File: src/rtl/ritc_servo_pkg.sv
// Shared constants for the RITC Vdd servo and the DAC loader it feeds:
// state encoding, default timing values and the DAC word width.
package ritc_servo_pkg;

  localparam int DAC_BITS           = 12;
  localparam int GATE_CYCLES_DEF    = 65536;
  localparam int SETTLE_CYCLES_DEF  = 1024;
  localparam int HOLDOFF_CYCLES_DEF = 8;

  localparam logic [2:0] ST_IDLE    = 3'd0;
  localparam logic [2:0] ST_GATE    = 3'd1;
  localparam logic [2:0] ST_COMPARE = 3'd2;
  localparam logic [2:0] ST_ADJUST  = 3'd3;
  localparam logic [2:0] ST_HOLDOFF = 3'd4;
  localparam logic [2:0] ST_SETTLE  = 3'd5;

  typedef enum logic [2:0] {
    S_IDLE    = ST_IDLE,
    S_GATE    = ST_GATE,
    S_COMPARE = ST_COMPARE,
    S_ADJUST  = ST_ADJUST,
    S_HOLDOFF = ST_HOLDOFF,
    S_SETTLE  = ST_SETTLE
  } state_t;

endpackage

File: src/rtl/ritc_vdd_servo_if.sv
// Control/status bundle of the Vdd servo; master = servo side, slave = the
// register block, feedback source and DAC loader around it.
interface ritc_vdd_servo_if #(
  parameter int COUNT_BITS = 16
);
  logic                                ENABLE;
  logic [COUNT_BITS-1:0]               TARGET;
  logic [COUNT_BITS-1:0]               TOLERANCE;
  logic                                FB_IN;
  logic [ritc_servo_pkg::DAC_BITS-1:0] VDD_I;
  logic                                DAC_BUSY;
  logic                                VDD_INCR;
  logic                                VDD_DECR;
  logic [COUNT_BITS-1:0]               COUNT_O;
  logic                                LOCKED;
  logic                                LIMIT;

  modport master (
    input  ENABLE, TARGET, TOLERANCE, FB_IN, VDD_I, DAC_BUSY,
    output VDD_INCR, VDD_DECR, COUNT_O, LOCKED, LIMIT
  );

  modport slave (
    output ENABLE, TARGET, TOLERANCE, FB_IN, VDD_I, DAC_BUSY,
    input  VDD_INCR, VDD_DECR, COUNT_O, LOCKED, LIMIT
  );
endinterface

File: src/rtl/ritc_fb_edge_counter.sv
// Synchronizes the asynchronous RITC feedback, detects rising edges and
// counts them (saturating) while enabled; clear has priority.
module ritc_fb_edge_counter #(
  parameter int COUNT_BITS = 16
) (
  input  logic                  CLK,
  input  logic                  RST,
  input  logic                  fb_in,
  input  logic                  clr,
  input  logic                  en,
  output logic [COUNT_BITS-1:0] count
);

  logic                  sync1_q, sync1_d;
  logic                  sync2_q, sync2_d;
  logic                  hist_q, hist_d;
  logic [COUNT_BITS-1:0] count_q, count_d;

  // NOTE: every variable assigned in always_comb gets a default first so no latch is inferred.
  always_comb begin
    sync1_d = fb_in;
    sync2_d = sync1_q;
    hist_d  = sync2_q;
    count_d = count_q;
    if (clr) begin
      count_d = '0;
    end else if (en && sync2_q && !hist_q && (count_q != '1)) begin
      count_d = count_q + 1'b1;
    end
  end

  // NOTE: sequential state uses non-blocking assignments so all flops update together.
  always_ff @(posedge CLK or posedge RST) begin
    if (RST) begin
      sync1_q <= 1'b0;
      sync2_q <= 1'b0;
      hist_q  <= 1'b0;
      count_q <= '0;
    end else begin
      sync1_q <= sync1_d;
      sync2_q <= sync2_d;
      hist_q  <= hist_d;
      count_q <= count_d;
    end
  end

  assign count = count_q;

endmodule

File: src/rtl/ritc_vdd_servo.sv
// Closed-loop Vdd servo: gate-window edge count vs TARGET +/- TOLERANCE, one
// INCR/DECR pulse per miss, then holdoff and settle. Option: RITC_VDD_SERVO_AVG_EN.
module ritc_vdd_servo
  import ritc_servo_pkg::*;
#(
  parameter int GATE_CYCLES    = GATE_CYCLES_DEF,
  parameter int COUNT_BITS     = 16,
  parameter int SETTLE_CYCLES  = SETTLE_CYCLES_DEF,
  parameter int HOLDOFF_CYCLES = HOLDOFF_CYCLES_DEF,
  parameter int LOCK_COUNT     = 4,
  parameter int VDD_MIN        = 0,
  parameter int VDD_MAX        = 4095
) (
  input logic              CLK,
  input logic              RST,
  ritc_vdd_servo_if.master bus
);

  localparam int TIMER_MAX = (GATE_CYCLES > SETTLE_CYCLES)
                           ? ((GATE_CYCLES > HOLDOFF_CYCLES) ? GATE_CYCLES : HOLDOFF_CYCLES)
                           : ((SETTLE_CYCLES > HOLDOFF_CYCLES) ? SETTLE_CYCLES : HOLDOFF_CYCLES);
  localparam int TIMER_W = $clog2(TIMER_MAX + 1);
  localparam int LOCK_W  = $clog2(LOCK_COUNT + 1);
  localparam logic [DAC_BITS-1:0] VMIN = DAC_BITS'(VDD_MIN);
  localparam logic [DAC_BITS-1:0] VMAX = DAC_BITS'(VDD_MAX);

  typedef logic [COUNT_BITS-1:0] cnt_t;
  typedef logic [COUNT_BITS:0]   ext_t;

  state_t             state_q, state_d;
  logic [TIMER_W-1:0] timer_q, timer_d;
  logic [LOCK_W-1:0]  lock_q, lock_d;
  logic               locked_q, locked_d;
  logic               limit_q, limit_d;
  logic               incr_q, incr_d;
  logic               decr_q, decr_d;
  cnt_t               count_o_q, count_o_d;

  cnt_t edge_count;
  cnt_t meas;
  logic hist_full;
  ext_t tgt_x, tol_x, meas_x, lo_x, hi_x;
  logic below, above;

  ritc_fb_edge_counter #(.COUNT_BITS(COUNT_BITS)) u_edge_counter (
    .CLK   (CLK),
    .RST   (RST),
    .fb_in (bus.FB_IN),
    .clr   (state_q != S_GATE),
    .en    (state_q == S_GATE),
    .count (edge_count)
  );

`ifdef RITC_VDD_SERVO_AVG_EN
  // Three previous gate counts; together with the gate just finished they form the mean.
  logic [2:0][COUNT_BITS-1:0] hist_q, hist_d;
  logic [1:0]                 fill_q, fill_d;
  logic [COUNT_BITS+1:0]      sum;

  assign sum       = {2'b00, edge_count} + {2'b00, hist_q[0]} + {2'b00, hist_q[1]} + {2'b00, hist_q[2]};
  assign meas      = sum[COUNT_BITS+1:2];
  assign hist_full = (fill_q == 2'd3);

  always_comb begin
    hist_d = hist_q;
    fill_d = fill_q;
    if ((state_q == S_IDLE) || ((state_q == S_ADJUST) && (incr_q || decr_q))) begin
      hist_d = '0;
      fill_d = '0;
    end else if ((state_q == S_COMPARE) && bus.ENABLE) begin
      hist_d = {hist_q[1:0], edge_count};
      if (fill_q != 2'd3) fill_d = fill_q + 2'd1;
    end
  end

  // NOTE: the history is tiny and must start empty, so it is reset like any other flop.
  always_ff @(posedge CLK or posedge RST) begin
    if (RST) begin
      hist_q <= '0;
      fill_q <= '0;
    end else begin
      hist_q <= hist_d;
      fill_q <= fill_d;
    end
  end
`else
  assign meas      = edge_count;
  assign hist_full = 1'b1;
`endif

  // One extra bit keeps TARGET +/- TOLERANCE from wrapping before clamping.
  always_comb begin
    tgt_x  = {1'b0, bus.TARGET};
    tol_x  = {1'b0, bus.TOLERANCE};
    meas_x = {1'b0, meas};
    lo_x   = (tgt_x >= tol_x) ? (tgt_x - tol_x) : '0;
    hi_x   = tgt_x + tol_x;
    if (hi_x[COUNT_BITS]) hi_x = {1'b0, {COUNT_BITS{1'b1}}};
    below  = meas_x < lo_x;
    above  = meas_x > hi_x;
  end

  always_comb begin
    state_d   = state_q;
    timer_d   = timer_q;
    lock_d    = lock_q;
    locked_d  = locked_q;
    limit_d   = limit_q;
    incr_d    = 1'b0;
    decr_d    = 1'b0;
    count_o_d = count_o_q;
    case (state_q)
      S_IDLE: begin
        timer_d = '0;
        if (bus.ENABLE) state_d = S_GATE;
      end
      S_GATE: begin
        if (timer_q == TIMER_W'(GATE_CYCLES - 1)) begin
          timer_d = '0;
          state_d = S_COMPARE;
        end else begin
          timer_d = timer_q + 1'b1;
        end
      end
      S_COMPARE: begin
        count_o_d = meas;
        if (!below && !above) begin
          if (lock_q != LOCK_W'(LOCK_COUNT)) lock_d = lock_q + 1'b1;
          locked_d = (lock_d == LOCK_W'(LOCK_COUNT));
          limit_d  = 1'b0;
          state_d  = S_GATE;
        end else begin
          lock_d   = '0;
          locked_d = 1'b0;
          state_d  = S_GATE;
          if (hist_full) begin
            // Decide here so the pulse is registered and visible during ADJUST.
            state_d = S_ADJUST;
            if (below && (bus.VDD_I < VMAX)) begin
              incr_d  = 1'b1;
              limit_d = 1'b0;
            end else if (above && (bus.VDD_I > VMIN)) begin
              decr_d  = 1'b1;
              limit_d = 1'b0;
            end else begin
              limit_d = 1'b1;
            end
          end
        end
      end
      S_ADJUST: begin
        state_d = (incr_q || decr_q) ? S_HOLDOFF : S_GATE;
      end
      S_HOLDOFF: begin
        if (timer_q == TIMER_W'(HOLDOFF_CYCLES - 1)) begin
          timer_d = '0;
          state_d = S_SETTLE;
        end else begin
          timer_d = timer_q + 1'b1;
        end
      end
      S_SETTLE: begin
        if (bus.DAC_BUSY) begin
          timer_d = '0;
        end else if (timer_q == TIMER_W'(SETTLE_CYCLES - 1)) begin
          timer_d = '0;
          state_d = S_GATE;
        end else begin
          timer_d = timer_q + 1'b1;
        end
      end
      default: state_d = S_IDLE;
    endcase

    // Disable wins over everything; the last measurement and LIMIT stay visible.
    if (!bus.ENABLE) begin
      state_d   = S_IDLE;
      timer_d   = '0;
      lock_d    = '0;
      locked_d  = 1'b0;
      incr_d    = 1'b0;
      decr_d    = 1'b0;
      limit_d   = limit_q;
      count_o_d = count_o_q;
    end
  end

  always_ff @(posedge CLK or posedge RST) begin
    if (RST) begin
      state_q   <= S_IDLE;
      timer_q   <= '0;
      lock_q    <= '0;
      locked_q  <= 1'b0;
      limit_q   <= 1'b0;
      incr_q    <= 1'b0;
      decr_q    <= 1'b0;
      count_o_q <= '0;
    end else begin
      state_q   <= state_d;
      timer_q   <= timer_d;
      lock_q    <= lock_d;
      locked_q  <= locked_d;
      limit_q   <= limit_d;
      incr_q    <= incr_d;
      decr_q    <= decr_d;
      count_o_q <= count_o_d;
    end
  end

  assign bus.VDD_INCR = incr_q;
  assign bus.VDD_DECR = decr_q;
  assign bus.COUNT_O  = count_o_q;
  assign bus.LOCKED   = locked_q;
  assign bus.LIMIT    = limit_q;

endmodule
File: src/flat_wrapper.sv
// flat-port wrapper written by rule: the top's interface ports become plain ports
module ritc_vdd_servo_flat import ritc_servo_pkg::*;
#(
  parameter int GATE_CYCLES    = GATE_CYCLES_DEF,
  parameter int COUNT_BITS     = 16,
  parameter int SETTLE_CYCLES  = SETTLE_CYCLES_DEF,
  parameter int HOLDOFF_CYCLES = HOLDOFF_CYCLES_DEF,
  parameter int LOCK_COUNT     = 4,
  parameter int VDD_MIN        = 0,
  parameter int VDD_MAX        = 4095
)
  (CLK, RST, bus_ENABLE, bus_TARGET, bus_TOLERANCE, bus_FB_IN, bus_VDD_I, bus_DAC_BUSY, bus_VDD_INCR, bus_VDD_DECR, bus_COUNT_O, bus_LOCKED, bus_LIMIT);
  ritc_vdd_servo_if #(.COUNT_BITS(COUNT_BITS)) bus_i ();
  input logic CLK;
  input logic RST;
  input wire logic [$bits(bus_i.ENABLE)-1:0] bus_ENABLE;
  input wire logic [$bits(bus_i.TARGET)-1:0] bus_TARGET;
  input wire logic [$bits(bus_i.TOLERANCE)-1:0] bus_TOLERANCE;
  input wire logic [$bits(bus_i.FB_IN)-1:0] bus_FB_IN;
  input wire logic [$bits(bus_i.VDD_I)-1:0] bus_VDD_I;
  input wire logic [$bits(bus_i.DAC_BUSY)-1:0] bus_DAC_BUSY;
  output wire logic [$bits(bus_i.VDD_INCR)-1:0] bus_VDD_INCR;
  output wire logic [$bits(bus_i.VDD_DECR)-1:0] bus_VDD_DECR;
  output wire logic [$bits(bus_i.COUNT_O)-1:0] bus_COUNT_O;
  output wire logic [$bits(bus_i.LOCKED)-1:0] bus_LOCKED;
  output wire logic [$bits(bus_i.LIMIT)-1:0] bus_LIMIT;
  assign bus_i.ENABLE = bus_ENABLE;
  assign bus_i.TARGET = bus_TARGET;
  assign bus_i.TOLERANCE = bus_TOLERANCE;
  assign bus_i.FB_IN = bus_FB_IN;
  assign bus_i.VDD_I = bus_VDD_I;
  assign bus_i.DAC_BUSY = bus_DAC_BUSY;
  assign bus_VDD_INCR = bus_i.VDD_INCR;
  assign bus_VDD_DECR = bus_i.VDD_DECR;
  assign bus_COUNT_O = bus_i.COUNT_O;
  assign bus_LOCKED = bus_i.LOCKED;
  assign bus_LIMIT = bus_i.LIMIT;
  ritc_vdd_servo #(.GATE_CYCLES(GATE_CYCLES), .COUNT_BITS(COUNT_BITS), .SETTLE_CYCLES(SETTLE_CYCLES), .HOLDOFF_CYCLES(HOLDOFF_CYCLES), .LOCK_COUNT(LOCK_COUNT), .VDD_MIN(VDD_MIN), .VDD_MAX(VDD_MAX)) u_core (.CLK(CLK), .RST(RST), .bus(bus_i));
endmodule
File: config.mk
export PLATFORM = sky130hd
export DESIGN_NAME = ritc_vdd_servo_flat
export DESIGN_NICKNAME = d
export VERILOG_FILES = /design/src/rtl/ritc_servo_pkg.sv /design/src/rtl/ritc_vdd_servo_if.sv /design/src/rtl/ritc_fb_edge_counter.sv /design/src/rtl/ritc_vdd_servo.sv /design/src/flat_wrapper.sv
export SDC_FILE = /design/constraint.sdc
export NUM_CORES = 1
export LEC_CHECK = 0
export ABC_CLOCK_PERIOD_IN_PS = 2400
export CORE_MARGIN = 8
export CORE_UTILIZATION = 37
export DETAILED_ROUTE_END_ITERATION = 7
export GPL_TIMING_DRIVEN = 1
export PLACE_DENSITY_LB_ADDON = 0.1
export SLEW_MARGIN = 30
export SYNTH_ARGS = -nofsm -noshare
export SYNTH_HDL_FRONTEND = slang
export SYNTH_HIERARCHICAL = 1
export SYNTH_SLANG_ARGS = --single-unit
export TNS_END_PERCENT = 100
File: constraint.sdc
create_clock -name CLK -period 2.4 [get_ports CLK]
set_input_delay 0.24 -clock CLK [delete_from_list [all_inputs] [get_ports CLK]]
set_output_delay 0.24 -clock CLK [all_outputs]
set_load 0.1 [all_outputs]
After elaboration in Yosys (flattened, before gate mapping)
Index checks and enable logic that the tools add are counted.
{"block": "word_totals", "ff_bits": 62, "input_bits": 49, "out_inout_bits": 20, "word_cells": 93}
{"block": "op_classes", "addsub": 5, "n_lt_le_gt_ge": 5, "n_eq_ne": 18, "n_mux": 39, "reduce_logical": 14}
{"cell": "17-bit two-way mux", "count": 6}
{"cell": "17-bit case mux with 4 select lines", "count": 1}
{"cell": "16-bit two-way mux", "count": 3}
{"cell": "3-bit two-way mux", "count": 12}
{"cell": "3-bit case mux with 6 select lines", "count": 1}
{"cell": "16-bit by 16-bit adder with 17-bit output", "count": 1}
{"cell": "17-bit by 1-bit adder with 17-bit output, second input constant", "count": 1}
{"cell": "17-bit by 10-bit == test with 1-bit output, second input constant", "count": 1}
{"cell": "17-bit by 16-bit == test with 1-bit output, second input constant", "count": 1}
{"cell": "17-bit by 3-bit == test with 1-bit output, second input constant", "count": 1}
{"cell": "16-bit by 17-bit < comparator with 1-bit output", "count": 1}
{"cell": "16-bit by 16-bit subtractor with 17-bit output", "count": 1}
{"cell": "16-bit by 1-bit adder with 16-bit output, second input constant", "count": 1}
{"cell": "16-bit >= comparator", "count": 1}
{"cell": "16-bit greater-than comparator", "count": 1}
{"cell": "16-bit != test, second input constant", "count": 1}
{"cell": "1-bit two-way mux", "count": 15}
{"cell": "12-bit by 1-bit greater-than comparator with 1-bit output, second input constant", "count": 1}
{"cell": "12-bit < comparator, second input constant", "count": 1}
{"cell": "3-bit == test, second input constant", "count": 3}
{"cell": "3-bit by 2-bit != test with 1-bit output, second input constant", "count": 3}
{"cell": "3-bit by 2-bit == test with 1-bit output, second input constant", "count": 2}
{"cell": "1-bit logical AND", "count": 6}
{"cell": "3-bit != test, second input constant", "count": 2}
{"cell": "other kinds (12)", "count": 14}

Depth between registers and ports, before layout
Gate-level depths: netlist of run 1.
{"block": "depth", "word_depth": 11, "depth_mapped": 19}

Modules after synthesis
The synthesis of run 1 kept the hierarchy.
{"module": "ritc_vdd_servo", "instances": 1, "cells_each": 600, "area_each_um2": 4694.5}
{"module": "ritc_fb_edge_counter", "instances": 1, "cells_each": 106, "area_each_um2": 1051.0}

Worst setup path before layout of run 1
OpenSTA, ideal clock, no wires.
{"block": "synth_timing", "kind": "input port to flip-flop", "startpoint": "input port bus_TARGET[0]", "endpoint": "register u_core.lock_q[2]", "arrival_time_ns": 3.988, "t_required_ns": 2.335, "path_slack_ns": -1.653, "stages": 16, "path_buffers": 0, "cell_sequence": "ha_1 > fa_1 > nor2b_1 > o21ai_1 > nand3b_1 > o221a_2 > o31ai_4 > or4b_1 > o311ai_1 > ha_1 > a2111oi_0 > o21ai_0 > o31ai_1 > nand3_1 > a311oi_1 > o22a_1"}
{"block": "synth_between", "elab_chain_cells": 8, "word_cells_on_any_way": 13, "classes_between": "2 x add/sub; 3 x order compare; 5 x mux; 3 x reduce/logical"}
{"item": "start: declaration", "line": "flat_wrapper.sv:17", "rtl": "input wire logic [$bits(bus_i.TARGET)-1:0] bus_TARGET;"}
{"item": "16-bit by 16-bit subtractor with 17-bit output (tied with other cells)", "line": "ritc_vdd_servo.sv:96", "rtl": "lo_x = (tgt_x >= tol_x) ? (tgt_x - tol_x) : '0;"}
{"item": "17-bit two-way mux or 16-bit two-way mux (tied branches)", "line": "ritc_vdd_servo.sv:96, ritc_vdd_servo.sv:98"}
{"item": "16-bit by 17-bit < comparator with 1-bit output or 16-bit greater-than comparator (tied branches)", "line": "ritc_vdd_servo.sv:99, ritc_vdd_servo.sv:100"}
{"item": "1-bit zero test", "line": "ritc_vdd_servo.sv:127", "rtl": "if (!below && !above) begin"}
{"item": "1-bit logical AND *", "line": "ritc_vdd_servo.sv:127"}
{"item": "3-bit two-way mux *", "line": "ritc_vdd_servo.sv:127"}
{"item": "3-bit two-way mux *", "line": "ritc_vdd_servo.sv:112", "rtl": "case (state_q)"}
{"item": "3-bit two-way mux *", "line": "ritc_vdd_servo.sv:176", "rtl": "if (!bus.ENABLE) begin"}
{"item": "end signal: assignment", "line": "ritc_vdd_servo.sv:201", "rtl": "lock_q <= lock_d;"}
{"item": "end: declaration", "line": "ritc_vdd_servo.sv:32", "rtl": "logic [LOCK_W-1:0] lock_q, lock_d;"}
Mark *: on every way between the ends. The rest lies on a longest branch, timed or not. The select of a mux whose other input is x is not followed.
A chain may end at the register's enable or synchronous reset.

Worst setup path in the final report of run 1
{"block": "layout_timing", "startpoint": "input port bus_TOLERANCE[0]", "endpoint": "register u_core.locked_q, in the netlist u_core/bus.LOCKED"}
{"block": "layout_between", "elab_chain_cells": 8, "word_cells_on_any_way": 13, "classes_between": "2 x add/sub; 3 x order compare; 5 x mux; 3 x reduce/logical"}
{"item": "start: declaration", "line": "flat_wrapper.sv:18", "rtl": "input wire logic [$bits(bus_i.TOLERANCE)-1:0] bus_TOLERANCE;"}
{"item": "16-bit by 16-bit subtractor with 17-bit output (tied with other cells)", "line": "ritc_vdd_servo.sv:96"}
{"item": "17-bit two-way mux or 16-bit two-way mux (tied branches)", "line": "ritc_vdd_servo.sv:96, ritc_vdd_servo.sv:98"}
{"item": "16-bit by 17-bit < comparator with 1-bit output or 16-bit greater-than comparator (tied branches)", "line": "ritc_vdd_servo.sv:99, ritc_vdd_servo.sv:100"}
{"item": "1-bit zero test", "line": "ritc_vdd_servo.sv:127"}
{"item": "1-bit logical AND *", "line": "ritc_vdd_servo.sv:127"}
{"item": "1-bit two-way mux *", "line": "ritc_vdd_servo.sv:127"}
{"item": "1-bit two-way mux *", "line": "ritc_vdd_servo.sv:112"}
{"item": "1-bit two-way mux *", "line": "ritc_vdd_servo.sv:176"}
{"item": "end signal: assignment", "line": "ritc_vdd_servo.sv:202", "rtl": "locked_q <= locked_d;"}
{"item": "end: declaration", "line": "ritc_vdd_servo.sv:33", "rtl": "logic locked_q, locked_d;"}
Marks and branches as above.

==> reports/results.tsv, run 1 <==
metric	value	unit
grt_pass1_vias	6042	
cts_buffers	9	
setup_ws	-1180	ps
outcome	complete, but fails checks	
yosysTopAreaCell	dfrtp_1	
p_leak	3.94	nW
grt.total_usage	17.6	%
worstSkewPairLatency	330	ps
post-dp-hpwl	13.4	mm
end_kind	flip-flop	
h-tree-depth	3	
slew_headroom	48.0	%
chipHeight	141	µm
ant_nets	0	
synth_top_family_by_area	simple AND/OR/NAND/NOR gates	
cellPowerDensity	440	mW/mm²
core_area	0.0152	mm²
synthTopCellsByArea	dfrtp_1 27%, ha_1 15%, nand2_1 6.7%	
netlist_area	0.00575	mm²
vias	5870	
n_antenna_cell	0	
syn_avg_cell_area	8.14	µm²
finClkSkew	7.96	ps
synthTopCellsByCount	102 x nand2_1, 69 x ha_1, 62 x dfrtp_1, 57 x nor2_1, 46 x a21oi_1	
setup_viol	8	
worst_pin_slew	780	ps
rows	45	
cts_root_buffer	clkbuf_16	
synth_edf_count	0	
drtIter0Drc	284	
cp.required	2670	ps
ys_types	73	
nFillCells	1360	
hold_path.class	flip-flop to flip-flop	
ctsHoldBuffers	0	
grt_max_degree	44	
synthMuxAreaShare	0.958	%
crit_path_max_fanout	3	
cts_sinks	62	
synth_fp_nets	826	
worstPathArrival	3850	ps
firstDrtPassIters	5	
port_buffers	68	
start_kind	input pin	
rsz0062_at_grt	true	
drive_above_1_share	35.3	%
synthSimpleGateAreaFrac	26.7	%
yosysMostFrequentCell	nand2_1	
drv_slew	0	
ys_ff_latch	62	
crit_type	input pin to flip-flop	
drc	0	
maxCapViolations	0	
fin_crit_sh	149	%
synth_compound_area_share	19.3	%
wl_per_cell	15.8	µm
finalHoldViolations	0	
synthAdderAreaFrac	15.7	%
antenna_found_initial	0	
dp_slack	-2100	ps
period_minus_slack	3580	ps
cts_tree	yes	
max_freq	279	MHz
synth_xor_area_share	4.73	%
cts_buffer_depth	2	
grt-ovfl-total	0	
synth_top_area_share	27.0	%
ioPinCount	69	
clk_pin_slew_worst_paths	60	ps
ir_drop	0.000404	V
ys_warn_count	6	
violations	negative setup slack	
placed_cell_area	0.00744	mm²
grt_pass1_wl	29.0	mm
initial_core_util	37.8	%
die_w	141	µm
synth_cells	706	
fin_area	0.00864	mm²
dieArea	0.0198	mm²
synthFlopType	dfrtp_1	
place_congestion	0.899	
wirelength	17.4	mm
final_nets	1028	
syn2layout_area_growth	50.4	%
async_flop_share	100	%
seq_area_frac_synth	27.0	%
viasPerCell	5.33	
placed cells by master (no fill, tap or decap), types with 10 or more instances in the layout:
cell	count
nor2b_1	11
clkdlybuf4s50_1	16
ha_1	43
o21ai_0	19
inv_1	26
nand3_1	21
nand4_1	17
buf_6	16
or4_1	13
ha_4	23
xnor2_1	15
nand2b_1	10
o31ai_1	13
xor2_1	15
o21ai_1	13
nor2_1	54
dlygate4sd2_1	16
a21oi_1	37
dfrtp_1	62
inv_2	17
buf_4	157
nand2_1	97
through the flow:
step                hold slack [ps]  utilization [%]  std cells  power [mW]  setup TNS (ps)
floorplan                       191                -        706        1.68           -9840
finish                          356             56.9       1101        3.80           -9010
detailed placement              337             48.9       1055        2.16          -16170
CTS                             353             55.1       1096        3.74          -10030
global placement                345             48.9       1055        2.14          -15830
global route                    362             56.9       1101        3.99          -10100
state kept, by name, indices dropped and copies added (netlist names):
name                           count
u_core/bus.LIMIT                   1
u_core/bus.VDD_INCR                1
u_core/lock_q                      3
u_core/bus.COUNT_O                16
u_core/u_edge_counter/hist_d       1
u_core/bus.LOCKED                  1
u_core/timer_q                    17
u_core/state_q                     3
u_core/u_edge_counter/sync1_q      1
u_core/u_edge_counter/count       16
u_core/bus.VDD_DECR                1
u_core/u_edge_counter/hist_q       1
path summary, 6_finish.rpt:
check	start	to	slack, ps	cells after the start
max	bus_TOLERANCE[0]	u_core/bus.LOCKED$_DFFE_PP0P_	-1180	18
min	u_core/u_edge_counter/sync1_q$_DFF_PP0_	u_core/u_edge_counter/hist_d$_DFF_PP0_	360	0
max reg2reg	u_core/u_edge_counter/count[12]$_DFFE_PP0P_	u_core/bus.LIMIT$_DFFE_PP0P_	40	9
min reg2reg	u_core/u_edge_counter/sync1_q$_DFF_PP0_	u_core/u_edge_counter/hist_d$_DFF_PP0_	360	0
max in group asynchronous	RST	u_core/u_edge_counter/count[14]$_DFFE_PP0P_	1510	2
min in group asynchronous	RST	u_core/u_edge_counter/sync1_q$_DFF_PP0_	400	2
repair_timing:
item	4_1_cts	5_1_grt
setup endpoints to repair	8	10
pin swaps	48	37
resized for setup	174	48
gates cloned	1	0
buffers inserted	24	6
layout make-up:
type	count	area, µm²	share of cell area, %
timing repair buffer	221	1810	20.9
inverter	43	161	1.87
sequential	62	1550	18.0
tap	188	235	2.72
clock inverter	6	86.3	0.999
multi-input combinational	571	4570	52.9
clock buffer	10	229	2.65
logic make-up (layout without fill, tap and decap cells):
logic type               count (synthesis)  in the layout
AND/OR/NAND/NOR                        299            299
flip-flops                              62             62
adder cells (fa/ha/maj)                 71             71
XOR/XNOR                                31             31
buffers and inverters                   73            280
multiplexers                             5              5
AO/OA/AOI/OAI                          165            165
layer usage:
layer,wire length (µm),part of all wire [%],global-route usage [%],vias up
met5,0,0,0,-
met4,246,1.4,4.86,0
met3,545,3.1,2.50,18
met2,8530,49,30.8,111
met1,8060,46,22.0,2796
li1,-,-,-,2945
report_power, final:
| part | internal [mW] | total (mW) | switching (mW) |
|---|---|---|---|
| sequential | 1.05 | 1.06 | 0.00418 |
| clock | 0.906 | 1.38 | 0.474 |
| combinational | 0.686 | 1.36 | 0.677 |
worst max-delay path, stage by stage:
cell and delay (ps):
buf_8 100, ha_4 150, fa_2 340, nor2b_4 140, o21ai_2 120, nand3b_1 150, o221a_4 270, o31ai_4 200
or4b_4 510, o311ai_4 90, ha_4 260, a2111oi_4 280, o21ai_1 140, o31ai_2 290, buf_4 190, nand2_4 60
nor2_4 150, a32o_1 170
Power figures use the tool's default switching activity.
==> run 2: changes to the inputs <==
--- a/config.mk
+++ b/config.mk
@@ -6,11 +6,13 @@
 export NUM_CORES = 1
 export LEC_CHECK = 0
 export ABC_CLOCK_PERIOD_IN_PS = 2400
+export CORE_ASPECT_RATIO = 1.2
 export CORE_MARGIN = 8
 export CORE_UTILIZATION = 37
 export DETAILED_ROUTE_END_ITERATION = 7
 export GPL_TIMING_DRIVEN = 1
 export PLACE_DENSITY_LB_ADDON = 0.1
+export SKIP_CTS_REPAIR_TIMING = 1
 export SLEW_MARGIN = 30
 export SYNTH_ARGS = -nofsm -noshare
 export SYNTH_HDL_FRONTEND = slang
==> run 2 against run 1 <==
The run still ends with negative setup slack left. Clock skew down 1.4 ps. Fmax down 3.9%. Sequential power about the same. Die area about the same. Critical path depth down 1. Critical path type unchanged. Clock power about the same. Final area down 0.81%. Via count down 0.29%. Final cell count up 1.1%. Highest routed layer unchanged.
==> reports/results.tsv, run 2 (synthesized netlist as in run 1, its figures left out) <==
metric	value	unit	change
end_kind	flip-flop		
placed_cell_area	0.00752	mm²	+1.1%
ioPinCount	69		unchanged
setup_viol	8		unchanged
wl_per_cell	15.8	µm	about the same
post-dp-hpwl	13.9	mm	+3.1%
drive_above_1_share	31.6	%	-3.7 points
viasPerCell	5.26		-1.4%
initial_core_util	37.3	%	-0.46 points
max_freq	268	MHz	-3.9%
rsz0062_at_grt	true		
period_minus_slack	3730	ps	+147 ps
ant_nets	0		unchanged
wirelength	17.6	mm	+1.0%
worst_pin_slew	772	ps	-7.88 ps
firstDrtPassIters	4		-1
setup_ws	-1330	ps	-147 ps
die_w	130	µm	-7.7%
hold_path.class	flip-flop to flip-flop		
violations	negative setup slack		
port_buffers	68		unchanged
crit_type	input pin to flip-flop		
grt_pass1_vias	6153		+1.8%
start_kind	input pin		
regMostFlops	u_core/timer_q		
clk_pin_slew_worst_paths	50	ps	about the same
multi_input_area	0.00445	mm²	-2.7%
drtIter0Drc	287		+1.1%
dp_slack	-2120	ps	-18.3 ps
dieArea	0.0198	mm²	about the same
cts_tree	yes		
grt_pass1_wl	28.5	mm	-1.5%
nFillCells	1461		+7.4%
core_area	0.0154	mm²	+1.2%
largest_reg_flops	17		unchanged
fin_area	0.00857	mm²	-0.81%
vias	5853		-0.29%
maxCapViolations	0		unchanged
cts_buffers	9		unchanged
regArea	0.00155	mm²	unchanged
fin_crit_sh	155	%	+6.1 points
n_antenna_cell	0		unchanged
crit_path_max_fanout	3		unchanged
ir_drop	0.000244	V	-40%
cts_buffer_depth	2		unchanged
cts_sinks	62		unchanged
grt_max_degree	44		unchanged
p_leak	4.11	nW	+4.3%
antenna_found_initial	0		unchanged
syn2layout_area_growth	49.2	%	
final_cell_mix	156 x buf_4, 99 x nand2_1, 62 x dfrtp_1, 52 x nor2_1, 48 x ha_1		
final_nets	1020		-0.78%
h-tree-depth	3		unchanged
worstPathArrival	4000	ps	+150 ps
cellPowerDensity	432	mW/mm²	-1.7%
drc	0		unchanged
grt.total_usage	17.6	%	about the same
rows	50		+11%
outcome	complete, but fails checks		
drv_slew	0		unchanged
worstSkewPairLatency	330	ps	about the same
cp.required	2670	ps	about the same
finClkSkew	6.57	ps	-1.39 ps
finalHoldViolations	0		unchanged
final_common_cell	buf_4		
place_congestion	0.928		+3.1%
chipHeight	153	µm	+8.5%
grt-ovfl-total	0		unchanged
slew_headroom	48.5	%	+0.53 points
final_util	55.7	%	-1.1 points
cts_root_buffer	clkbuf_16		
==> run 2: per-layer routing <==
| layer | global-route usage [%] | part of all wire, % |
|---|---|---|
| met1 | 19.3 | 41 |
| met2 | 32.0 | 52 |
| met3 | 2.21 | 2.5 |
| met4 | 8.59 | 3.9 |
| met5 | 0 | 0 |
==> run 2: worst paths after layout <==
kind / start / end / slack, ps / cells after the start
min in group asynchronous: RST / u_core/u_edge_counter/hist_q$_DFF_PP0_ / 380 / 2
setup / recovery: bus_TOLERANCE[0] / u_core/lock_q[2]$_DFFE_PP0P_ / -1330 / 17
setup reg to reg: u_core/timer_q[11]$_DFFE_PP0P_ / u_core/timer_q[2]$_DFFE_PP0P_ / 30 / 10
max in group asynchronous: RST / u_core/u_edge_counter/count[6]$_DFFE_PP0P_ / 1530 / 2
hold / removal: u_core/u_edge_counter/sync1_q$_DFF_PP0_ / u_core/u_edge_counter/hist_d$_DFF_PP0_ / 350 / 0
hold reg to reg: u_core/u_edge_counter/sync1_q$_DFF_PP0_ / u_core/u_edge_counter/hist_d$_DFF_PP0_ / 350 / 0
==> run 2: cell type report <==
class / count / area share, %
Sequential cell: 62 / 18.1
Clock buffer: 14 / 3.31
Timing Repair Buffer: 213 / 21.3
Inverter: 43 / 1.88
Tap cell: 208 / 3.04
Multi-Input combinational cell: 571 / 51.9
Clock inverter: 2 / 0.438
==> run 2: power breakdown <==
group / leakage, nW / switching, mW / internal [mW]
logic: 3.10 / 0.643 / 0.635
clock network: 0.155 / 0.452 / 0.917
registers: 0.858 / 0.00417 / 1.05
total: 4.11 / 1.10 / 2.61
==> run 2: stage by stage <==
step / cells / TNS, ps / power (mW) / hold slack (ps)
2_1_floorplan: 706 / -9840 / 1.68 / 191
3_3_place_gp: 1081 / -15320 / 2.15 / 347
3_5_place_dp: 1081 / -15930 / 2.17 / 336
4_1_cts: 1097 / -13270 / 3.56 / 357
5_1_grt: 1113 / -11660 / 3.91 / 365
6_report: 1113 / -9660 / 3.70 / 354
==> run 2: worst max-delay path, stage by stage <==
cell	delay, ps
buf_6	100
ha_4	150
fa_2	350
nor2b_4	150
o21ai_2	100
nand3b_1	160
o221a_4	300
o31ai_4	250
or4b_4	500
o311ai_4	90
ha_4	260
a2111oi_4	350
o21ai_2	120
o31ai_4	300
nand3_2	150
a311oi_2	250
o22a_1	160
